==> src/rtl/rv_mc_pkg.sv <==
// Shared encodings for the multi-cycle RV-subset core: opcodes, function
// fields, the EBREAK word, and the FSM and ALU operation enums.
package rv_mc_pkg;

   localparam logic [6:0]  OP_IMM  = 7'b0010011;
   localparam logic [6:0]  OP      = 7'b0110011;
   localparam logic [6:0]  LUI     = 7'b0110111;
   localparam logic [6:0]  SYSTEM  = 7'b1110011;

   localparam logic [2:0]  F3_ADD  = 3'b000;
   localparam logic [2:0]  F3_XOR  = 3'b100;
   localparam logic [2:0]  F3_OR   = 3'b110;
   localparam logic [2:0]  F3_AND  = 3'b111;

   localparam logic [6:0]  F7_BASE = 7'b0000000;
   localparam logic [6:0]  F7_SUB  = 7'b0100000;

   localparam logic [31:0] EBREAK  = 32'h0010_0073;

   typedef enum logic [1:0] {FETCH, WAIT, EXEC, HALT} state_t;

   typedef enum logic [2:0] {ADD, SUB, XOR, OR, AND, PASSB} alu_op_t;

endpackage

==> src/rtl/rv_mc_regfile.sv <==
// Integer register file: x1..x31 writable, x0 hardwired to zero.
// Two architectural read ports plus a debug read port, one write port.
module rv_mc_regfile #(
   parameter int XLEN = 64
) (
   input  logic            clk,
   input  logic            rst,
   input  logic            we,
   input  logic [4:0]      waddr,
   input  logic [XLEN-1:0] wdata,
   input  logic [4:0]      raddr1,
   input  logic [4:0]      raddr2,
   input  logic [4:0]      dbg_raddr,
   output logic [XLEN-1:0] rdata1,
   output logic [XLEN-1:0] rdata2,
   output logic [XLEN-1:0] dbg_rdata
);

   logic [XLEN-1:0] regs [32];

   // Clear all registers on reset; writes aimed at x0 are dropped.
   always_ff @(posedge clk) begin
      if (rst) begin
         for (int i = 0; i < 32; i++) regs[i] <= '0;
      end else if (we && (waddr != 5'd0)) begin
         regs[waddr] <= wdata;
      end
   end

   assign rdata1    = (raddr1    == 5'd0) ? '0 : regs[raddr1];
   assign rdata2    = (raddr2    == 5'd0) ? '0 : regs[raddr2];
   assign dbg_rdata = (dbg_raddr == 5'd0) ? '0 : regs[dbg_raddr];

endmodule

==> src/rtl/rv_mc_core.sv <==
// Multi-cycle RV-subset core: FETCH -> WAIT -> EXEC per instruction, with a
// handshaked instruction fetch, inline decoder/ALU, and sticky halt.
module rv_mc_core import rv_mc_pkg::*; #(
   parameter int              XLEN     = 64,
   parameter logic [XLEN-1:0] RESET_PC = XLEN'('h8000_0000)
) (
   input  logic            clk,
   input  logic            rst,
   output logic            imem_req_valid,
   input  logic            imem_req_ready,
   output logic [XLEN-1:0] imem_addr,
   input  logic            imem_rsp_valid,
   input  logic [31:0]     imem_rsp_data,
   output logic            retire,
   output logic [XLEN-1:0] retire_pc,
   output logic            halt,
   output logic            illegal,
   input  logic [4:0]      dbg_raddr,
   output logic [XLEN-1:0] dbg_rdata
);

   state_t          state;
   logic [XLEN-1:0] pc;
   logic [31:0]     inst;

   logic [6:0]      opcode;
   logic [2:0]      funct3;
   logic [6:0]      funct7;
   logic [4:0]      rd, rs1, rs2;
   logic [XLEN-1:0] rs1_val, rs2_val;
   logic [XLEN-1:0] i_imm, u_imm;
   logic [XLEN-1:0] op_b;
   logic [XLEN-1:0] alu_res;
   alu_op_t         alu_op;
   logic            legal;
   logic            is_ebreak;

   assign opcode = inst[6:0];
   assign rd     = inst[11:7];
   assign funct3 = inst[14:12];
   assign rs1    = inst[19:15];
   assign rs2    = inst[24:20];
   assign funct7 = inst[31:25];

   // Size casts of signed values sign-extend to XLEN for both widths.
   assign i_imm = XLEN'($signed(inst[31:20]));
   assign u_imm = XLEN'($signed({inst[31:12], 12'b0}));

   // The request is combinationally killed during reset so nothing leaks out.
   assign imem_req_valid = (state == FETCH) && !rst;
   assign imem_addr      = pc;

   rv_mc_regfile #(.XLEN(XLEN)) u_rf (
      .clk       (clk),
      .rst       (rst),
      .we        ((state == EXEC) && legal),
      .waddr     (rd),
      .wdata     (alu_res),
      .raddr1    (rs1),
      .raddr2    (rs2),
      .dbg_raddr (dbg_raddr),
      .rdata1    (rs1_val),
      .rdata2    (rs2_val),
      .dbg_rdata (dbg_rdata)
   );

   // Decode: pick the ALU op and B operand; legal covers writeback instructions only.
   always_comb begin
      alu_op    = ADD;
      op_b      = i_imm;
      legal     = 1'b0;
      is_ebreak = 1'b0;
      case (opcode)
         OP_IMM: begin
            legal = 1'b1;
            case (funct3)
               F3_ADD:  alu_op = ADD;
               F3_XOR:  alu_op = XOR;
               F3_OR:   alu_op = OR;
               F3_AND:  alu_op = AND;
               default: legal  = 1'b0;
            endcase
         end
         OP: begin
            op_b = rs2_val;
            if (funct7 == F7_BASE) begin
               legal = 1'b1;
               case (funct3)
                  F3_ADD:  alu_op = ADD;
                  F3_XOR:  alu_op = XOR;
                  F3_OR:   alu_op = OR;
                  F3_AND:  alu_op = AND;
                  default: legal  = 1'b0;
               endcase
            end else if ((funct7 == F7_SUB) && (funct3 == F3_ADD)) begin
               legal  = 1'b1;
               alu_op = SUB;
            end
         end
         LUI: begin
            legal  = 1'b1;
            alu_op = PASSB;
            op_b   = u_imm;
         end
         SYSTEM: is_ebreak = (inst == EBREAK);
         default: ;
      endcase
   end

   // ALU; all arithmetic wraps at XLEN bits.
   always_comb begin
      case (alu_op)
         ADD:     alu_res = rs1_val + op_b;
         SUB:     alu_res = rs1_val - op_b;
         XOR:     alu_res = rs1_val ^ op_b;
         OR:      alu_res = rs1_val | op_b;
         AND:     alu_res = rs1_val & op_b;
         PASSB:   alu_res = op_b;
         default: alu_res = op_b;
      endcase
   end

   // Control FSM; reset takes priority in every state, including mid-WAIT.
   always_ff @(posedge clk) begin
      if (rst) begin
         state     <= FETCH;
         pc        <= RESET_PC;
         inst      <= '0;
         halt      <= 1'b0;
         illegal   <= 1'b0;
         retire    <= 1'b0;
         retire_pc <= '0;
      end else begin
         retire <= 1'b0;
         case (state)
            FETCH: if (imem_req_ready) state <= WAIT;
            WAIT: begin
               if (imem_rsp_valid) begin
                  inst  <= imem_rsp_data;
                  state <= EXEC;
               end
            end
            EXEC: begin
               if (legal) begin
                  pc        <= pc + XLEN'(4);
                  retire    <= 1'b1;
                  retire_pc <= pc;
                  state     <= FETCH;
               end else if (is_ebreak) begin
                  retire    <= 1'b1;
                  retire_pc <= pc;
                  halt      <= 1'b1;
                  state     <= HALT;
               end else begin
                  halt      <= 1'b1;
                  illegal   <= 1'b1;
                  state     <= HALT;
               end
            end
            HALT: ;
            default: state <= HALT;
         endcase
      end
   end

endmodule

==> config.mk <==
export PLATFORM = sky130hd
export DESIGN_NAME = rv_mc_core
export DESIGN_NICKNAME = d
export VERILOG_FILES = /design/src/rtl/rv_mc_pkg.sv /design/src/rtl/rv_mc_regfile.sv /design/src/rtl/rv_mc_core.sv
export SDC_FILE = /design/constraint.sdc
export NUM_CORES = 2
export LEC_CHECK = 0
export BUFFER_PORTS_ARGS = -buffer_cell sky130_fd_sc_hd__buf_4
export CORE_ASPECT_RATIO = 0.8
export CORE_MARGIN = 1
export CORE_UTILIZATION = 46
export DETAILED_ROUTE_END_ITERATION = 10
export GPL_ROUTABILITY_DRIVEN = 0
export RECOVER_POWER = 100
export SLEW_MARGIN = 5
export SYNTH_ARGS = -nofsm -noshare
export SYNTH_HDL_FRONTEND = slang
export SYNTH_SLANG_ARGS = --single-unit
==> constraint.sdc <==
create_clock -name clk -period 9.07 [get_ports clk]
set_input_delay 1.3605 -clock clk [delete_from_list [all_inputs] [get_ports clk]]
set_output_delay 1.3605 -clock clk [all_outputs]
set_load 0.1 [all_outputs]
### Yosys cells after proc, flatten, opt, wreduce, memory -nomap -nowiden

Memory sizes are Yosys's and may differ from the RTL's. A register that Yosys moved wholly into a read port is not among the register bits.
Cells that the tools add are included.

| storage, ports and cells | value |
|---|---|
| memories | 1 |
| output and inout bits | 196 |
| word-level logic and storage cells | 92 |
| bits in registers | 165 |
| memory bits (writable) | 2,048 |

| operators by class | value |
|---|---|
| multiplexer cells | 34 |
| reduce and logical (&&, ||, !) cells | 24 |
| equality and inequality tests | 17 |
| add/sub/neg operators | 3 |
| bitwise gates (word level) | 6 |

Memory list:

| name | depth | width | read ports | clocked after Yosys merged registers in | wr ports | RTL line | text |
|---|---|---|---|---|---|---|---|
| u_rf.regs | 32 | 64 | 3 | 2 | 32 | rv_mc_regfile.sv:19 | `logic [XLEN-1:0] regs [32];` |

Operator list:

| cell | count |
|---|---|
| 64-bit 2-to-1 mux | 6 |
| 64-bit case mux with 5 select lines | 1 |
| 64-bit case mux with 2 select lines | 1 |
| 64-bit by 3-bit adder with 64-bit output, second input constant | 1 |
| 64-bit adder | 1 |
| 64-bit bitwise AND | 1 |
| 64-bit OR | 1 |
| 64-bit OR reduction | 1 |
| 64-bit subtractor | 1 |
| 64-bit bitwise XOR | 1 |
| 32-bit by 21-bit equality test with 1-bit output, second input constant | 1 |
| 5-bit 2-to-1 mux | 5 |
| 7-bit by 6-bit equality test with 1-bit output, second input constant | 3 |
| 3-bit case mux with 3 select lines | 2 |
| 5-bit logical NOT | 3 |
| 1-bit 2-to-1 mux | 13 |
| 3-bit equality test, second input constant | 4 |
| 2-bit AND reduction | 4 |
| 7-bit by 5-bit equality test with 1-bit output, second input constant | 1 |
| 7-bit equality test, second input constant | 1 |
| 7-bit logical NOT | 1 |
| 3-bit by 2-bit equality test with 1-bit output, second input constant | 2 |
| 3-bit logical NOT | 2 |
| 2-bit 2-to-1 mux | 3 |
| 17 further kinds | 24 |

### Longest topological paths before layout

| depth | value |
|---|---|
| depth in word-level cells | 12 |
| depth in mapped cells | 35 |

### Hierarchy

From an unflattened synthesis, not the netlist that was laid out.

| second synthesis, totals | value |
|---|---|
| cell total of the unflattened synthesis | 10,589 |
| area, all modules | 141,359.3 um^2 |

By module, submodules not included:

| module | sequential area each (um^2) | area each (um^2) | instances | cells an instance |
|---|---|---|---|---|
| rv_mc_regfile | 61,499.0 | 124,578.2 | 1 | 8,195 |
| rv_mc_core | 3,223.1 | 16,781.1 | 1 | 2,394 |

### Least setup slack after synthesis

No wires, ideal clock.

| timing path | value |
|---|---|
| kind | flip-flop to flip-flop |
| from | register with a tool-made name |
| to | memory u_rf.regs[10][56], data pin |
| data required time | 8.804 ns |
| library setup time | 0.266 ns |
| setup slack | 1.329 ns |
| stages on the path, launching flop included | 28 |
| period minus slack after synthesis | 7.741 ns |
| arrival | 7.475 ns |
| path buffers | 8 |
| cell sequence | dfxtp_1 clkbuf_1 buf_2 buf_2 buf_2 buf_2 clkbuf_1 buf_1 mux4_2 mux4_2 nand2_1 a21o_1 ha_1 inv_1 fa_1 a21o_1 a21oi_1 o31ai_1 a31oi_1 a21oi_1 or3b_2 a31oi_1 o31a_1 o21bai_1 xor2_1 a21oi_1 clkbuf_1 nor2_1 |

RTL lines:

| item | RTL line |
|---|---|
| to (decl) | rv_mc_regfile.sv:19 |

==> metrics.yaml <==
clocking:
  cts_root_buf: "clkbuf_16"
  clock_path_buffers: 4
  cts_tree: "done"
  cts.hold.buffers_added: 0
  h-tree-depth: 4
  cts_made_buffers: 236
  clock_latency_ns: 0.97
  clkSlewWorstSetupHoldPaths_ns: 0.07
  clkSinkCount: 2219
timing:
  final_hold_viol_count: 0
  skew_ns: 0.0694
  setup_violations: 560
  finalSetupTns_ns: -50.96
  slew_violations: 2564
  tightest_slew_ns: 5.20
  max_freq_mhz: 107
  grt_setup_unrepaired: "false"
  min_period_over_period_pct: 103
  period_needed_ns: 9.34
  finalWorstSetupSlack_ns: -0.270
  max_slew_margin_pct: -247
logic_synthesis:
  ys_seq_elements: 2219
  ys_types: 102
  yosysSeqAreaShare_pct: 47.7
  netlist_area_um2: 136000
  async_reset_ff_share_pct: 0
  syn_area_per_cell_um2: 13.7
  ys.flop_type: "edfxtp_1"
  synth_edf_count: 2048
  yosys_warnings: 0
  synth_cells: 9945
min_path:
  hp-class: "flop to flop"
finish:
  fin_nets: 10160
  layout.filler_cells: 24798
  layout_commonest_cell: "nor2_1"
  post-route-cell-area_um2: 150000
  synthToLayoutAreaGrowth_pct: 10.1
  drive_gt1_share_pct: 27.3
  final_cell_mix: "2,198 x nor2_1, 2,048 x edfxtp_1, 1,728 x mux4_2"
placed_design:
  hpwl_mm: 355
  place.port_buffers: 232
  place_area_um2: 144000
die:
  die_area_um2: 298000
  core_area_um2: 294000
  start_util_pct: 46.3
  dieWidth_um: 610
  fp.dieH_um: 489
  row_count: 178
  io_pins: 237
critical_path:
  crit_type: "primary input to flop"
  end_kind: "flop"
  cp_max_fo: 75
  startpoint_type: "primary input"
  cp.required_ns: 9.59
  arrival_ns: 9.86
global_routing:
  grt_max_degree: 112
  grt_pass1_vias: 99345
  grt_pass1_wl_mm: 804
  grt_overflow: 0
  grt.total_usage_pct: 39.0
  antenna_found_initial: 30
job:
  cap_violations: 90
drt:
  wire_per_inst_um: 41.9
  drt-pass1-iter-count: 7
  drc_errors: 0
  drt_iter0_markers: 20408
  viasPerCell: 7.45
  num_vias: 105082
  routed_wl_mm: 591
  ant_nets: 0
outcome:
  violations: "capacitance limit, slew limit, setup timing"
  status: "complete, but fails checks"
power_and_ir_drop:
  power_density_nw_per_um2: 209
  ir_worst_vdd_mv: 0.180
  leakagePower_nw: 51.0
  fin_total_pwr_w: 0.0313
## area by class of cell
type | instances | area [um2] | share of cell area (%)
multi-input cells | 6614 | 66900 | 44.6
flip-flops and latches | 2219 | 65000 | 43.4
clock buffers | 296 | 6300 | 4.20
well taps | 3960 | 4950 | 3.31
repair buffers | 695 | 4840 | 3.23
clock inverters | 129 | 1220 | 0.815
inverters | 161 | 606 | 0.404
diodes | 28 | 70.1 | 0.0468
## worst paths after layout
path | slack, ns | from | end | cells past startpoint
setup reg to reg | -0.15 | inst[31] | u_rf.regs[12][50] | 22
setup / recovery | -0.27 | rst | u_rf.regs[16][41] | 5
hold reg to reg | 0.45 | retire_pc[27] | retire_pc[27] | 2
hold / removal | 0.45 | retire_pc[27] | retire_pc[27] | 2
## cells by family after synthesis
kind of cell / Yosys count / synth area share, %
other cells: 1 / 0.00276
fa+ha+maj: 192 / 1.77
buf+inv: 1180 / 3.78
simple gates: 3271 / 9.98
compound gates: 924 / 4.48
xor+xnor: 168 / 1.08
flops: 2219 / 47.7
mux: 1990 / 31.2
## through the flow
step                cells  util, %  setup WS, ns  hold slack [ns]
floorplan           10012        -          1.33            0.440
global placement    13645     48.9        0.0395            0.443
detailed placement  13645     48.9       0.00886            0.450
CTS                 14070     51.4       0.00581            0.458
global route        14076     50.9        0.0821            0.475
finish              14102     50.9        -0.270            0.454
## what timing repair did
action,in CTS,in global routing
pin swaps,1,2
cloned,0,1
gates resized for setup,0,5
setup endpoints to repair,1,93
setup buffers,0,3
## cells in the mapped netlist (all sizes together), types with 16 or more instances
cell type  count  share of area [%]
and2          25               0.11
mux4        1784                 30
o21bai        17              0.094
xor2          58               0.37
buf          267                1.1
nor3          70               0.26
xnor2        110               0.71
a22o          28               0.18
nor2        2208                6.1
o21ai        152               0.56
o31ai         16              0.088
and3          29               0.14
a221o         26               0.19
inv          160               0.44
a21o          98               0.54
mux2i        187                1.4
a222oi        21               0.15
nand2b       124               0.57
a31oi         22               0.10
nor4          21               0.12
nand4         27               0.13
a221oi        38               0.24
o22ai         41               0.19
a22oi         73               0.40
edfxtp      2048                 45
mux2          19               0.16
dfxtp        171                2.5
a21oi        280                1.0
nand3        104               0.38
o211ai        26               0.15
nand2        552                1.5
ha           191                1.8
nor2b         34               0.16
clkbuf       752                2.2
## layer usage
metal / track usage [%] / part of all wire [%] / wire (um) / up-vias
met2: 55.0 / 41 / 244000 / 10985
met3: 15.2 / 17 / 101000 / 2438
met5: 0.210 / 0.048 / 282 / -
met4: 25.7 / 8.3 / 49100 / 28
met1: 50.0 / 33 / 197000 / 52983
li1: - / - / - / 38648
## flip-flops by register name, summed over array words and instances, names as in the netlist, named ones only
| signal | count |
|---|---|
| inst | 32 |
| state | 2 |
| retire | 1 |
| retire_pc | 62 |
| halt | 1 |
| imem_addr | 62 |
| u_rf.regs | 2048 |
| illegal | 1 |
## critical path: stages
cell and delay [ns]:
clkbuf_1 3.57, buf_4 1.20, clkbuf_2 1.46, nand2b_2 1.17
buf_6 0.80
## where the power goes
group / switching [W] / internal (W)
clock network: 0.00438 / 0.00549
logic: 0.00682 / 0.00278
registers: 0.000341 / 0.0115
(Power assumes the default switching activity.)
